## src/rtl/bisr_test_scheduler_pkg.sv

```systemverilog
// Shared BISR types: scheduler state enum, row-index width helper.
// Default array geometry comes from ROWS/COLS macros when not predefined.
`ifndef ROWS
`define ROWS 4
`endif
`ifndef COLS
`define COLS 4
`endif

package bisr_test_scheduler_pkg;

  localparam int DEF_ROWS = `ROWS;
  localparam int DEF_COLS = `COLS;

  function automatic int row_w(input int n);
    return (n > 1) ? $clog2(n) : 1;
  endfunction

  localparam int ROW_W = row_w(DEF_ROWS);

  typedef enum logic [2:0] {
    IDLE,
    TEST_REQ,
    TEST_WAIT,
    MAP,
    RUN_REQ,
    RUN_WAIT
  } state_t;

endpackage

```

## src/rtl/bisr_test_scheduler_if.sv

```systemverilog
// Host / matmul FSM / STW / repair-map bundle of the BISR scheduler.
// master: scheduler side; slave: host, matmul FSM and STW engine side.
interface bisr_test_scheduler_if
  import bisr_test_scheduler_pkg::*;
#(
  parameter int ROWS = `ROWS,
  parameter int COLS = `COLS
);
  localparam int RW = row_w(ROWS);

  logic                 matmul_req;
  logic                 matmul_ack;
  logic                 test_req;
  logic                 fsm_rdy;
  logic                 fsm_done;
  logic                 start_matmul;
  logic                 stw_start;
  logic                 stw_complete;
  logic [ROWS*COLS-1:0] stw_result_mat;
  logic [COLS-1:0]      fpe_valid;
  logic [COLS*RW-1:0]   fpe_row;
  logic                 uncorrectable;
  logic                 test_timeout;
  logic                 busy;

  modport master (
    input  matmul_req, test_req, fsm_rdy, fsm_done,
    input  stw_complete, stw_result_mat,
    output matmul_ack, start_matmul, stw_start,
    output fpe_valid, fpe_row, uncorrectable,
    output test_timeout, busy
  );

  modport slave (
    output matmul_req, test_req, fsm_rdy, fsm_done,
    output stw_complete, stw_result_mat,
    input  matmul_ack, start_matmul, stw_start,
    input  fpe_valid, fpe_row, uncorrectable,
    input  test_timeout, busy
  );

endinterface

```

## src/rtl/bisr_col_fault_encoder.sv

```systemverilog
// Column fault encoder: col (ROWS bits) -> idx (lowest faulty row),
// valid (any fault), multi (two or more faults).
module bisr_col_fault_encoder
  import bisr_test_scheduler_pkg::*;
#(
  parameter int ROWS = `ROWS,
  localparam int RW = row_w(ROWS)
) (
  input  logic [ROWS-1:0] col,
  output logic [RW-1:0]   idx,
  output logic            valid,
  output logic            multi
);

  // Scan high to low so the lowest set row wins.
  always_comb begin
    idx = '0;
    for (int r = ROWS - 1; r >= 0; r--) begin
      if (col[r]) idx = RW'(r);
    end
  end

  assign valid = |col;
  // Clearing the lowest set bit leaves something only if 2+ bits set.
  assign multi = |(col & (col - ROWS'(1)));

endmodule

```

## src/rtl/bisr_test_scheduler.sv

```systemverilog
// BISR scheduler: interleaves host matmuls with power-on, forced and
// periodic STW self-tests; builds the per-column proxy repair map.
module bisr_test_scheduler
  import bisr_test_scheduler_pkg::*;
#(
  parameter int ROWS          = `ROWS,
  parameter int COLS          = `COLS,
  parameter int TEST_INTERVAL = 4,
  parameter int TIMEOUT       = 1024
) (
  input logic            clk,
  input logic            rst,
  bisr_test_scheduler_if.master bus
);

  localparam int RW = row_w(ROWS);
  localparam int CW = row_w(COLS);
  localparam int TW = row_w(TIMEOUT);

  state_t               state;
  logic                 pending;
  logic [7:0]           mcnt;
  logic [TW-1:0]        tcnt;
  logic [CW-1:0]        mcol;
  logic                 commit;
  logic [ROWS*COLS-1:0] res_q;
  logic [COLS-1:0]      sh_valid;
  logic [RW-1:0]        sh_row [COLS];

  logic [ROWS-1:0]      col_vec;
  logic [RW-1:0]        enc_idx;
  logic                 enc_valid;
  logic                 enc_multi;

  always_comb begin
    col_vec = '0;
    for (int c = 0; c < COLS; c++) begin
      if (mcol == CW'(c)) col_vec = res_q[c*ROWS +: ROWS];
    end
  end

  bisr_col_fault_encoder #(
    .ROWS (ROWS)
  ) u_enc (
    .col   (col_vec),
    .idx   (enc_idx),
    .valid (enc_valid),
    .multi (enc_multi)
  );

  assign bus.busy = (state != IDLE);

  always_ff @(posedge clk) begin
    if (rst) begin
      state             <= IDLE;
      pending           <= 1'b1;
      mcnt              <= '0;
      tcnt              <= '0;
      mcol              <= '0;
      commit            <= 1'b0;
      res_q             <= '0;
      sh_valid          <= '0;
      for (int c = 0; c < COLS; c++) sh_row[c] <= '0;
      bus.start_matmul  <= 1'b0;
      bus.stw_start     <= 1'b0;
      bus.matmul_ack    <= 1'b0;
      bus.fpe_valid     <= '0;
      bus.fpe_row       <= '0;
      bus.uncorrectable <= 1'b0;
      bus.test_timeout  <= 1'b0;
    end else begin
      bus.start_matmul <= 1'b0;
      bus.stw_start    <= 1'b0;
      bus.matmul_ack   <= 1'b0;
      unique case (state)
        IDLE: begin
          // stw_start is raised on entry so it is high while in TEST_REQ.
          // A request being acked this cycle is already consumed.
          if (pending) begin
            state         <= TEST_REQ;
            bus.stw_start <= 1'b1;
          end else if (bus.matmul_req && !bus.matmul_ack) begin
            state <= RUN_REQ;
          end
        end
        TEST_REQ: begin
          tcnt    <= '0;
          pending <= 1'b0;
          state   <= TEST_WAIT;
        end
        TEST_WAIT: begin
          if (bus.stw_complete) begin
            res_q  <= bus.stw_result_mat;
            mcol   <= '0;
            commit <= 1'b0;
            state  <= MAP;
          end else if (tcnt == TW'(TIMEOUT - 1)) begin
            bus.test_timeout <= 1'b1;
            state            <= IDLE;
          end else begin
            tcnt <= tcnt + 1'b1;
          end
        end
        MAP: begin
          if (!commit) begin
            sh_valid[mcol] <= enc_valid;
            sh_row[mcol]   <= enc_idx;
            if (enc_multi) bus.uncorrectable <= 1'b1;
            if (mcol == CW'(COLS - 1)) commit <= 1'b1;
            else mcol <= mcol + 1'b1;
          end else begin
            // Whole map becomes visible in one cycle.
            bus.fpe_valid <= sh_valid;
            for (int c = 0; c < COLS; c++) begin
              bus.fpe_row[c*RW +: RW] <= sh_row[c];
            end
            state <= IDLE;
          end
        end
        RUN_REQ: begin
          if (bus.fsm_rdy) begin
            bus.start_matmul <= 1'b1;
            state            <= RUN_WAIT;
          end
        end
        RUN_WAIT: begin
          if (bus.fsm_done) begin
            bus.matmul_ack <= 1'b1;
            state          <= IDLE;
            if (mcnt == 8'(TEST_INTERVAL - 1)) begin
              mcnt    <= '0;
              pending <= 1'b1;
            end else begin
              mcnt <= mcnt + 1'b1;
            end
          end
        end
        default: state <= IDLE;
      endcase
      // Placed last so a request never gets lost to the TEST_REQ clear.
      if (bus.test_req) pending <= 1'b1;
    end
  end

endmodule

```

## src/flat_wrapper.sv

```systemverilog
// flat-port wrapper written by rule: the top's interface ports become plain ports
module bisr_test_scheduler_flat import bisr_test_scheduler_pkg::*;
#(
  parameter int ROWS          = `ROWS,
  parameter int COLS          = `COLS,
  parameter int TEST_INTERVAL = 4,
  parameter int TIMEOUT       = 1024
)
  (clk, rst, bus_matmul_req, bus_test_req, bus_fsm_rdy, bus_fsm_done, bus_stw_complete, bus_stw_result_mat, bus_matmul_ack, bus_start_matmul, bus_stw_start, bus_fpe_valid, bus_fpe_row, bus_uncorrectable, bus_test_timeout, bus_busy);
  bisr_test_scheduler_if #(.ROWS(ROWS), .COLS(COLS)) bus_i ();
  input logic clk;
  input logic rst;
  input wire logic [$bits(bus_i.matmul_req)-1:0] bus_matmul_req;
  input wire logic [$bits(bus_i.test_req)-1:0] bus_test_req;
  input wire logic [$bits(bus_i.fsm_rdy)-1:0] bus_fsm_rdy;
  input wire logic [$bits(bus_i.fsm_done)-1:0] bus_fsm_done;
  input wire logic [$bits(bus_i.stw_complete)-1:0] bus_stw_complete;
  input wire logic [$bits(bus_i.stw_result_mat)-1:0] bus_stw_result_mat;
  output wire logic [$bits(bus_i.matmul_ack)-1:0] bus_matmul_ack;
  output wire logic [$bits(bus_i.start_matmul)-1:0] bus_start_matmul;
  output wire logic [$bits(bus_i.stw_start)-1:0] bus_stw_start;
  output wire logic [$bits(bus_i.fpe_valid)-1:0] bus_fpe_valid;
  output wire logic [$bits(bus_i.fpe_row)-1:0] bus_fpe_row;
  output wire logic [$bits(bus_i.uncorrectable)-1:0] bus_uncorrectable;
  output wire logic [$bits(bus_i.test_timeout)-1:0] bus_test_timeout;
  output wire logic [$bits(bus_i.busy)-1:0] bus_busy;
  assign bus_i.matmul_req = bus_matmul_req;
  assign bus_i.test_req = bus_test_req;
  assign bus_i.fsm_rdy = bus_fsm_rdy;
  assign bus_i.fsm_done = bus_fsm_done;
  assign bus_i.stw_complete = bus_stw_complete;
  assign bus_i.stw_result_mat = bus_stw_result_mat;
  assign bus_matmul_ack = bus_i.matmul_ack;
  assign bus_start_matmul = bus_i.start_matmul;
  assign bus_stw_start = bus_i.stw_start;
  assign bus_fpe_valid = bus_i.fpe_valid;
  assign bus_fpe_row = bus_i.fpe_row;
  assign bus_uncorrectable = bus_i.uncorrectable;
  assign bus_test_timeout = bus_i.test_timeout;
  assign bus_busy = bus_i.busy;
  bisr_test_scheduler #(.ROWS(ROWS), .COLS(COLS), .TEST_INTERVAL(TEST_INTERVAL), .TIMEOUT(TIMEOUT)) u_core (.clk(clk), .rst(rst), .bus(bus_i));
endmodule
```

## config.mk

```make
export PLATFORM = sky130hd
export DESIGN_NAME = bisr_test_scheduler_flat
export DESIGN_NICKNAME = d
export VERILOG_FILES = /design/src/rtl/bisr_test_scheduler_pkg.sv /design/src/rtl/bisr_test_scheduler_if.sv /design/src/rtl/bisr_col_fault_encoder.sv /design/src/rtl/bisr_test_scheduler.sv /design/src/flat_wrapper.sv
export SDC_FILE = /design/constraint.sdc
export NUM_CORES = 1
export LEC_CHECK = 0
export CAP_MARGIN = 0
export CORE_UTILIZATION = 55
export CTS_CLUSTER_SIZE = 20
export DETAILED_ROUTE_END_ITERATION = 8
export GPL_TIMING_DRIVEN = 0
export PLACE_DENSITY = 0.85
export SLEW_MARGIN = 10
export SYNTH_ARGS = -nofsm -noshare
export SYNTH_HDL_FRONTEND = slang
export SYNTH_SLANG_ARGS = --single-unit
```

## constraint.sdc

```tcl
create_clock -name clk -period 3.4 [get_ports clk]
set_input_delay 0.34 -clock clk [delete_from_list [all_inputs] [get_ports clk]]
set_output_delay 0.34 -clock clk [all_outputs]
set_load 0.05 [all_outputs]
```

# Word-level counts from Yosys, hierarchy flattened
# Memories as Yosys holds them, arrays and structs flattened. A register that Yosys moved wholly into a read port is not among the register bits.
# Cells that the tools add are included.
# op_classes
addsub	4
n_lt_le_gt_ge	2
eq_ne	21
muxes	46
bitwise	6
n_reduce_logical	27
# op_table
op	n
2-to-1 mux 3 bit	7
2-to-1 mux 10 bit	2
case mux 10 bit (2 select lines)	1
2-to-1 mux 2 bit	9
case mux 3 bit (6 select lines)	1
2-to-1 mux 1 bit	16
2-to-1 mux 4 bit	4
inequality test 2 bit (second input constant)	7
AND reduction 3 bit	4
adder 10 x 1 -> 10 bit (second input constant)	1
equality test 10 bit (second input constant)	1
AND reduction 2 bit	5
OR reduction 2 bit	5
adder 8 x 1 -> 8 bit (second input constant)	1
equality test 8 x 2 -> 1 bit (second input constant)	1
2-to-1 mux 8 bit	1
OR reduction 4 bit	2
equality test 3 x 2 -> 1 bit (second input constant)	2
equality test 3 bit (second input constant)	2
nonzero test 2 bit	3
NOT 1 bit	5
AND reduction 5 bit	1
bitwise AND 4 bit	1
bitwise mux 4 bit	1
19 further kinds	23
# word_totals
reg_bits	54
ram_bits	8
in_bits	23
out_inout_bits	18
wordCells	121
n_memories	1
# mem_list
name	depth	word_bits	read_ports	rd_ports_with_merged_regs	write_ports	line	source
u_core.sh_row	4	2	4	4	4	bisr_test_scheduler.sv:28	logic [RW-1:0] sh_row [COLS];

# Longest topological paths before layout
# Gate-level depths: netlist (run 1).
# logic_depth
depth_word	10
depth_mapped	7
mapped_depth_nobuf	6

# By module
# A second synthesis (run 1) with hierarchy kept.
# unflattened
hier_cells	375
hier_area_um2	3085.5
# modules_own_cells
module	instances	cells_each	area_each_um2	seq_area_each_um2
bisr_test_scheduler	1	365	3037.9	1481.4
bisr_col_fault_encoder	1	10	47.5	0.0

# Least setup slack after synthesis (run 1)
# No wires, ideal clock.
# synth_timing
path_kind	register to register
startpoint	reg u_core.mcol[0]
endpoint	mem u_core.sh_row[0][0] (netlist name), data pin
setup_ns	0.176
t_arrival_ns	1.805
t_required_ns	3.224
path_slack_ns	1.419
stages_incl_launch_ff	8
path_buffers	1
synth_period_minus_slack_ns	1.981
cell_sequence	dfxtp_1 -> inv_1 -> ha_1 -> clkbuf_1 -> nor3b_1 -> a221oi_1 -> a21oi_1 -> nor4_1
# synth_lines
item	line	source
start, declared	bisr_test_scheduler.sv:24	logic [CW-1:0] mcol;
start signal, assigned	bisr_test_scheduler.sv:110	else mcol <= mcol + 1'b1;
end, declared	bisr_test_scheduler.sv:28	

# Worst setup path in the final report (run 1)
# layout_timing
startpoint	reg u_core.state[1]
endpoint	out bus_busy
# layout_via
elab_chain_len	1
# layout_lines
item	line	source
start, declared	bisr_test_scheduler.sv:20	state_t state;
start signal, assigned	bisr_test_scheduler.sv:55	state <= IDLE;
start signal, assigned	bisr_test_scheduler.sv:80	state <= TEST_REQ;
start signal, assigned	bisr_test_scheduler.sv:83	state <= RUN_REQ;
nonzero test 3 bit	bisr_test_scheduler.sv:51	assign bus.busy = (state != IDLE);
end, declared	flat_wrapper.sv:26	output wire logic [$bits(bus_i.busy)-1:0] bus_busy;
# No other way between the ends.

==> out/qor.yml, run 1 <==
run_status:
  status: "complete, no violations"
critical_path:
  critPathLaunch: "u_core.state[1]"
  r2r_start: "u_core.mcol[1]"
  critPathMaxFanout: 10
  worstSetupPathType: "reg2out"
  worstRegToRegCells: 7
  worstPathArrival_ps: 2120
  rrSetupSlack_ps: 990
  r2r-end: "u_core.sh_row[0][0]"
  endpoint_kind: "output port"
  crit_path_start_kind: "flop"
  cp.required_ps: 3060
timing:
  maxSlewHeadroom: 0.487
  min_period_ps: 2460
  rsz0062_at_grt: "no"
  timing_max_transition_violations_final: 0
  tns_ps: 0
  final_hold_viol_count: 0
  worstMarginPinSlew_ps: 763
  fin_crit_sh: 0.724
  setup_slack_ps: 938
  fmax_mhz: 406
  setup_violations: 0
  worst_clock_skew_ps: 6.55
clock_network:
  cts_hold_buf: 0
  clockRootBuffer: "clkbuf_8"
  cts-buffers-inserted: 9
  clk_pin_slew_ps: 70
  cts_buffer_depth: 2
  cts_setup_buffers: 0
  cts_tree: "built"
  clk_latency_ps: 350
  htree_levels: 3
  cts_resized: 0
  clock_sinks: 70
pwr:
  p_seq_frac: 0.443
  ir_worst_vdd_uv: 431
  power_density_mw_per_mm2: 526
  internal_power_uw: 1400
  switchingPower_uw: 671
  clkPwrFrac: 0.307
  switching_share: 0.324
  power_uw: 2070
  p_leak_uw: 0.00133
  combPwrFrac: 0.250
global_route:
  grtUsageTotal: 0.256
  grt_max_degree: 12
  grt_pass1_vias: 2664
  grt_antenna_before_repair: 0
  grt_pass1_wl_um: 12400
  gr-total-overflow: 0
logic_synthesis:
  seq_area_frac_synth: 0.454
  syn-cell-area_mm2: 0.00326
  syn_nets: 399
  avgSynthCellArea_um2: 8.82
  async_flop_share: 0
  syn_inst: 370
  synth_seq_cells: 70
  ys_types: 61
  synth_edf_count: 8
  yosysWarnings: 0
  synth_flop_cell: "dfxtp_1"
route:
  drtAntennaViolNets: 0
  dr_total_vias: 2897
  avgRoutedWirePerCell_um: 14.4
  drtIter0Drc: 187
  drt_pass1_iterations: 5
  routed_wl_um: 7150
  avgViaCountPerCell: 5.82
  drt_drc_violations_left: 0
floorplan:
  dieArea_mm2: 0.00624
  ios: 41
  row_count: 27
  core_mm2: 0.00561
  start_util: 0.582
  die-height_um: 79.0
  fp.dieW_um: 79.0
job:
  cap_violations: 0
placed_design:
  gp_congestion: 0.870
  dpl_worst_slack_ps: 1030
  dp_hpwl_um: 4980
  place_area_mm2: 0.00375
  numPortBuffers: 40
finish:
  postLayoutCoreUtil: 0.702
  drive_gt1_frac: 0.0798
  final_common_cell: "nand2_1"
  final_cell_mix: "72 x nand2_1, 62 x dfxtp_1, 44 x a21oi_1, 40 x clkdlybuf4s50_1, 21 x nor2_1"
  syn_to_final_growth_pct: 20.6
  diodes: 0
  final_area_mm2: 0.00394
  fin_nets: 450
min_path:
  hold_depth: 2
  worstHoldStart: "u_core.res_q[15]"
  min_to: "u_core.res_q[15]"
  holdCritPathClass: "reg2reg"
## kinds of logic (layout without fill, tap and decap cells)
logic type | Yosys count | after routing | synth area share
flip-flops | 70 | 70 | 0.454
buffers and inverters | 33 | 89 | 0.0445
XOR/XNOR | 7 | 7 | 0.0188
AO/OA/AOI/OAI | 92 | 92 | 0.193
adder cells (fa/ha/maj) | 6 | 6 | 0.0230
multiplexers | 2 | 2 | 0.00614
AND/OR/NAND/NOR | 160 | 160 | 0.260
## through the flow
stage                     instances  hold slack (ps)
after floorplan                 370              432
after global placement          482              443
after detailed placement        482              448
after CTS                       498              458
after global routing            498              471
final                           498              454
## state kept, by name, indices dropped and copies added, names as in the netlist, 2 cells and up
name,flops
u_core.res_q,16
u_core.tcnt,10
bus_fpe_row,8
u_core.mcnt,8
u_core.sh_row,8
u_core.bus.fpe_valid,4
u_core.sh_valid,4
u_core.state,3
u_core.mcol,2
## layer usage
metal	share of wire	routed length (µm)	vias to the layer above	GRT usage
li1	-	-	1438	-
met5	0	0	-	0
met2	0.47	3370	83	0.401
met1	0.46	3280	1354	0.331
met4	0.029	209	0	0.153
met3	0.040	284	22	0.0391
## synth_stat cells, types with 4 or more instances
library cell	number	area, µm²
nand3b_1	6	45.0
xor2_1	6	52.6
a311oi_1	4	35.0
o31ai_1	9	67.6
a21oi_1	44	220
buf_2	11	55.1
ha_1	6	75.1
or4_1	4	30.0
nor4_1	4	25.0
nor3b_1	4	30.0
a211oi_1	7	52.6
nand3_1	7	35.0
nor3_1	8	40.0
dfxtp_1	62	1240
inv_1	9	33.8
o31a_1	4	35.0
nand2_1	72	270
nor2_1	21	78.8
nand4_1	6	37.5
nand2b_1	4	25.0
edfxtp_1	8	240
clkbuf_1	11	41.3
## critical path, cell delays in order, from the launching register on
cell and delay (ps):
dfxtp_1 370, buf_2 210, or3_1 460, clkdlybuf4s50_1 740
## cell type report
type | instances | area, µm²
inverters | 10 | 37.5
well taps | 72 | 90.1
flip-flops and latches | 70 | 1480
repair buffers | 40 | 400
fillers | 465 | 1670
clock buffers | 11 | 131
plain buffers | 23 | 108
clock inverters | 5 | 50.0
multi-input cells | 267 | 1640
## power groups by stage
| stage | Combinational (µW) | Sequential [µW] | Clock [µW] |
|---|---|---|---|
| floorplan | 349 | 946 | 0 |
| global placement | 488 | 934 | 0 |
| detailed placement | 507 | 935 | 0 |
| CTS | 513 | 917 | 642 |
| global route | 563 | 923 | 682 |
| finish | 517 | 918 | 637 |
## worst max-delay path by stage
stage / to / slack [ps]
floorplan: u_core.sh_row[0][0] / 1420
global placement: u_core.sh_row[0][0] / 1130
detailed placement: u_core.sh_row[0][0] / 1030
CTS: bus_busy / 930
global route: u_core.sh_valid[3] / 690
finish: bus_busy / 940
Note: power is estimated with default switching activity, not from simulation.
==> run 2: changes to the inputs <==
--- a/config.mk
+++ b/config.mk
@@ -6,11 +6,11 @@
 export NUM_CORES = 1
 export LEC_CHECK = 0
 export CAP_MARGIN = 0
-export CORE_UTILIZATION = 55
+export CORE_UTILIZATION = 50
 export CTS_CLUSTER_SIZE = 20
 export DETAILED_ROUTE_END_ITERATION = 8
 export GPL_TIMING_DRIVEN = 0
-export PLACE_DENSITY = 0.85
+export PLACE_DENSITY = 0.82
 export SLEW_MARGIN = 10
 export SYNTH_ARGS = -nofsm -noshare
 export SYNTH_HDL_FRONTEND = slang
==> constraint.sdc (replaced) <==
create_clock -name clk -period 2.15 [get_ports clk]
set_input_delay 0.215 -clock clk [delete_from_list [all_inputs] [get_ports clk]]
set_output_delay 0.215 -clock clk [all_outputs]
set_load 0.05 [all_outputs]
==> out/qor.yml, run 2 (synthesis gave the netlist of run 1 again) <==
run_status:
  status: "complete, no violations"  # unchanged
finish:
  syn_to_final_growth_pct: 25.5  # was 20.6%
  largest_reg_flops: 16  # unchanged
  final_cell_mix: "72 x nand2_1, 60 x dfxtp_1, 43 x a21oi_1, 39 x clkdlybuf4s50_1, 21 x nor2_1"  # was 72 x nand2_1, 62 x dfxtp_1, 44 x a21oi_1, 40 x clkdlybuf4s50_1, 21 x nor2_1
  fillerInstances: 524  # was 465
  final_common_cell: "nand2_1"  # unchanged
  final_area_mm2: 0.00410  # was 0.00394 mm²
  top_regs: "u_core.res_q (16), u_core.tcnt (10)"  # unchanged
  diodes: 0  # unchanged
  top_register: "u_core.res_q"  # unchanged
  fin_cells: 506  # was 498
  drive_gt1_frac: 0.135  # was 0.0798
  fin_nets: 453  # was 450
global_route:
  grtUsageTotal: 0.244  # was 0.256
  grt_max_degree: 13  # was 12
  grt_pass1_wl_um: 12300  # was 12,400 µm
  gr-total-overflow: 0  # unchanged
  grt_pass1_vias: 2683  # was 2,664
  grt_antenna_before_repair: 0  # unchanged
critical_path:
  crit_top_cell: "buf_4"
  slowest_delay_ps: 390  # was 740 ps
  worstSetupPathType: "reg2reg"  # was reg2out
  crit_path_cell_trace: "inv_1, ha_1, buf_4, nand3b_1, a221oi_4, nor4_2, buf_4, a311oi_1"  # was buf_2, or3_1, clkdlybuf4s50_1
  critPathMaxFanout: 10  # unchanged
  endpoint_kind: "flop"  # was output port
  worstPathArrival_ps: 2380  # was 2120 ps
  cp_slowest_cell: "dfxtp_4"  # was clkdlybuf4s50_1
  cp.required_ps: 2390  # was 3060 ps
  crit_path_start_kind: "flop"  # unchanged
min_path:
  holdCritPathClass: "in2reg"  # was reg2reg
timing:
  min_period_ps: 2140
  timing_max_transition_violations_final: 0  # unchanged
  worstMarginPinSlew_ps: 658  # was 763 ps
  fmax_mhz: 468
  maxSlewHeadroom: 0.558  # was 0.487
  fin_crit_sh: 0.995
  worst_clock_skew_ps: 9.87  # was 6.55 ps
  final_hold_viol_count: 0  # unchanged
  setup_violations: 0  # unchanged
floorplan:
  start_util: 0.517  # was 0.582
  core_mm2: 0.00631  # was 0.00561 mm²
  ios: 41  # unchanged
  fp.dieW_um: 82.8  # was 79.0 µm
  row_count: 29  # was 27
  dieArea_mm2: 0.00685  # was 0.00624 mm²
  die-height_um: 82.8  # was 79.0 µm
job:
  cap_violations: 0  # unchanged
pwr:
  combPwrFrac: 0.257  # was 0.250
  p_seq_frac: 0.436  # was 0.443
  internal_power_uw: 2240  # was 1400 µW
  clkPwrFrac: 0.307  # about the same
  switchingPower_uw: 1100  # was 671 µW
  switching_share: 0.330  # was 0.324
  power_density_mw_per_mm2: 815  # was 526 mW/mm²
  ir_worst_vdd_uv: 655  # was 431 µV
  p_leak_uw: 0.00138  # was 0.00133 µW
clock_network:
  cts_tree: "built"  # unchanged
  clockRootBuffer: "clkbuf_8"  # unchanged
  clk_latency_ps: 350  # about the same
  cts-buffers-inserted: 9  # unchanged
  clock_sinks: 70  # unchanged
  clk_pin_slew_ps: 80  # was 70 ps
  htree_levels: 3  # unchanged
  cts_buffer_depth: 2  # unchanged
placed_design:
  numPortBuffers: 40  # unchanged
  gp_congestion: 0.843  # was 0.870
  place_area_mm2: 0.00376  # was 0.00375 mm²
  dp_cells: 487  # was 482
  dp_hpwl_um: 5140  # was 4980 µm
route:
  routed_wl_um: 7720  # was 7150 µm
  drtIter0Drc: 165  # was 187
  dr_total_vias: 2957  # was 2,897
  avgRoutedWirePerCell_um: 15.3  # was 14.4 µm
  drt_drc_violations_left: 0  # unchanged
  avgViaCountPerCell: 5.84  # was 5.82
  drtAntennaViolNets: 0  # unchanged
  drt_pass1_iterations: 4  # was 5
## run 2: path summary, 6_finish.rpt
path,start,endpoint,slack [ps],depth (start not counted)
min,bus_stw_result_mat[1],u_core.res_q[1],410,3
max reg2reg,u_core.mcol[1],u_core.sh_valid[0],10,8
min reg2reg,bus_fpe_row[0],bus_fpe_row[0],450,2
max,u_core.mcol[1],u_core.sh_valid[0],10,8
## run 2: routing by layer
metal | wire length [µm] | track usage | vias up
met4 | 107 | 0.0741 | 0
met1 | 3260 | 0.270 | 1409
met5 | 0 | 0 | -
met3 | 349 | 0.0776 | 10
li1 | - | - | 1455
met2 | 4000 | 0.441 | 83
## run 2: area by class of cell
class | count | area [µm²] | area share
Inverter | 10 | 37.5 | 0.00917
Tap cell | 77 | 96.3 | 0.0235
Clock inverter | 6 | 62.6 | 0.0153
Clock buffer | 10 | 128 | 0.0312
Buffer | 22 | 109 | 0.0266
Multi-Input combinational cell | 267 | 1750 | 0.427
Sequential cell | 70 | 1490 | 0.363
Timing Repair Buffer | 44 | 429 | 0.105
## run 2: what timing repair did
action	4_1_cts	5_1_grt
hold buffers	0	0
resized for setup	12	14
buffers inserted	1	3
pin swaps	1	2
setup endpoints to repair	14	13
## run 2: power groups by stage
stage / Clock, µW / Sequential, µW / Combinational, µW
after floorplan: 0 / 1500 / 551
after global placement: 0 / 1480 / 780
after detailed placement: 0 / 1480 / 799
after CTS: 1040 / 1450 / 819
after global routing: 1100 / 1460 / 921
final: 1020 / 1450 / 857
## run 2: critical path, delay by kind of cell (launching register included)
family / cells / cell delay, ps
AND/OR/NAND/NOR: 2 / 300
flip-flops: 1 / 390
buffers and inverters: 3 / 460
adder cells (fa/ha/maj): 1 / 210
AO/OA/AOI/OAI: 2 / 690
## run 2: per-stage QoR
step                      hold slack [ps]  TNS, ps  utilization  power [µW]  setup WS [ps]
after global routing                  419     -130        0.649        3480          -56.9
final                                 407        0        0.649        3340           11.5
after CTS                             403    -8.35        0.638        3310          -5.10
after floorplan                       321        0            -        2050            169
after global placement                442     -766        0.596        2260           -143
after detailed placement              446    -1580        0.596        2280           -206
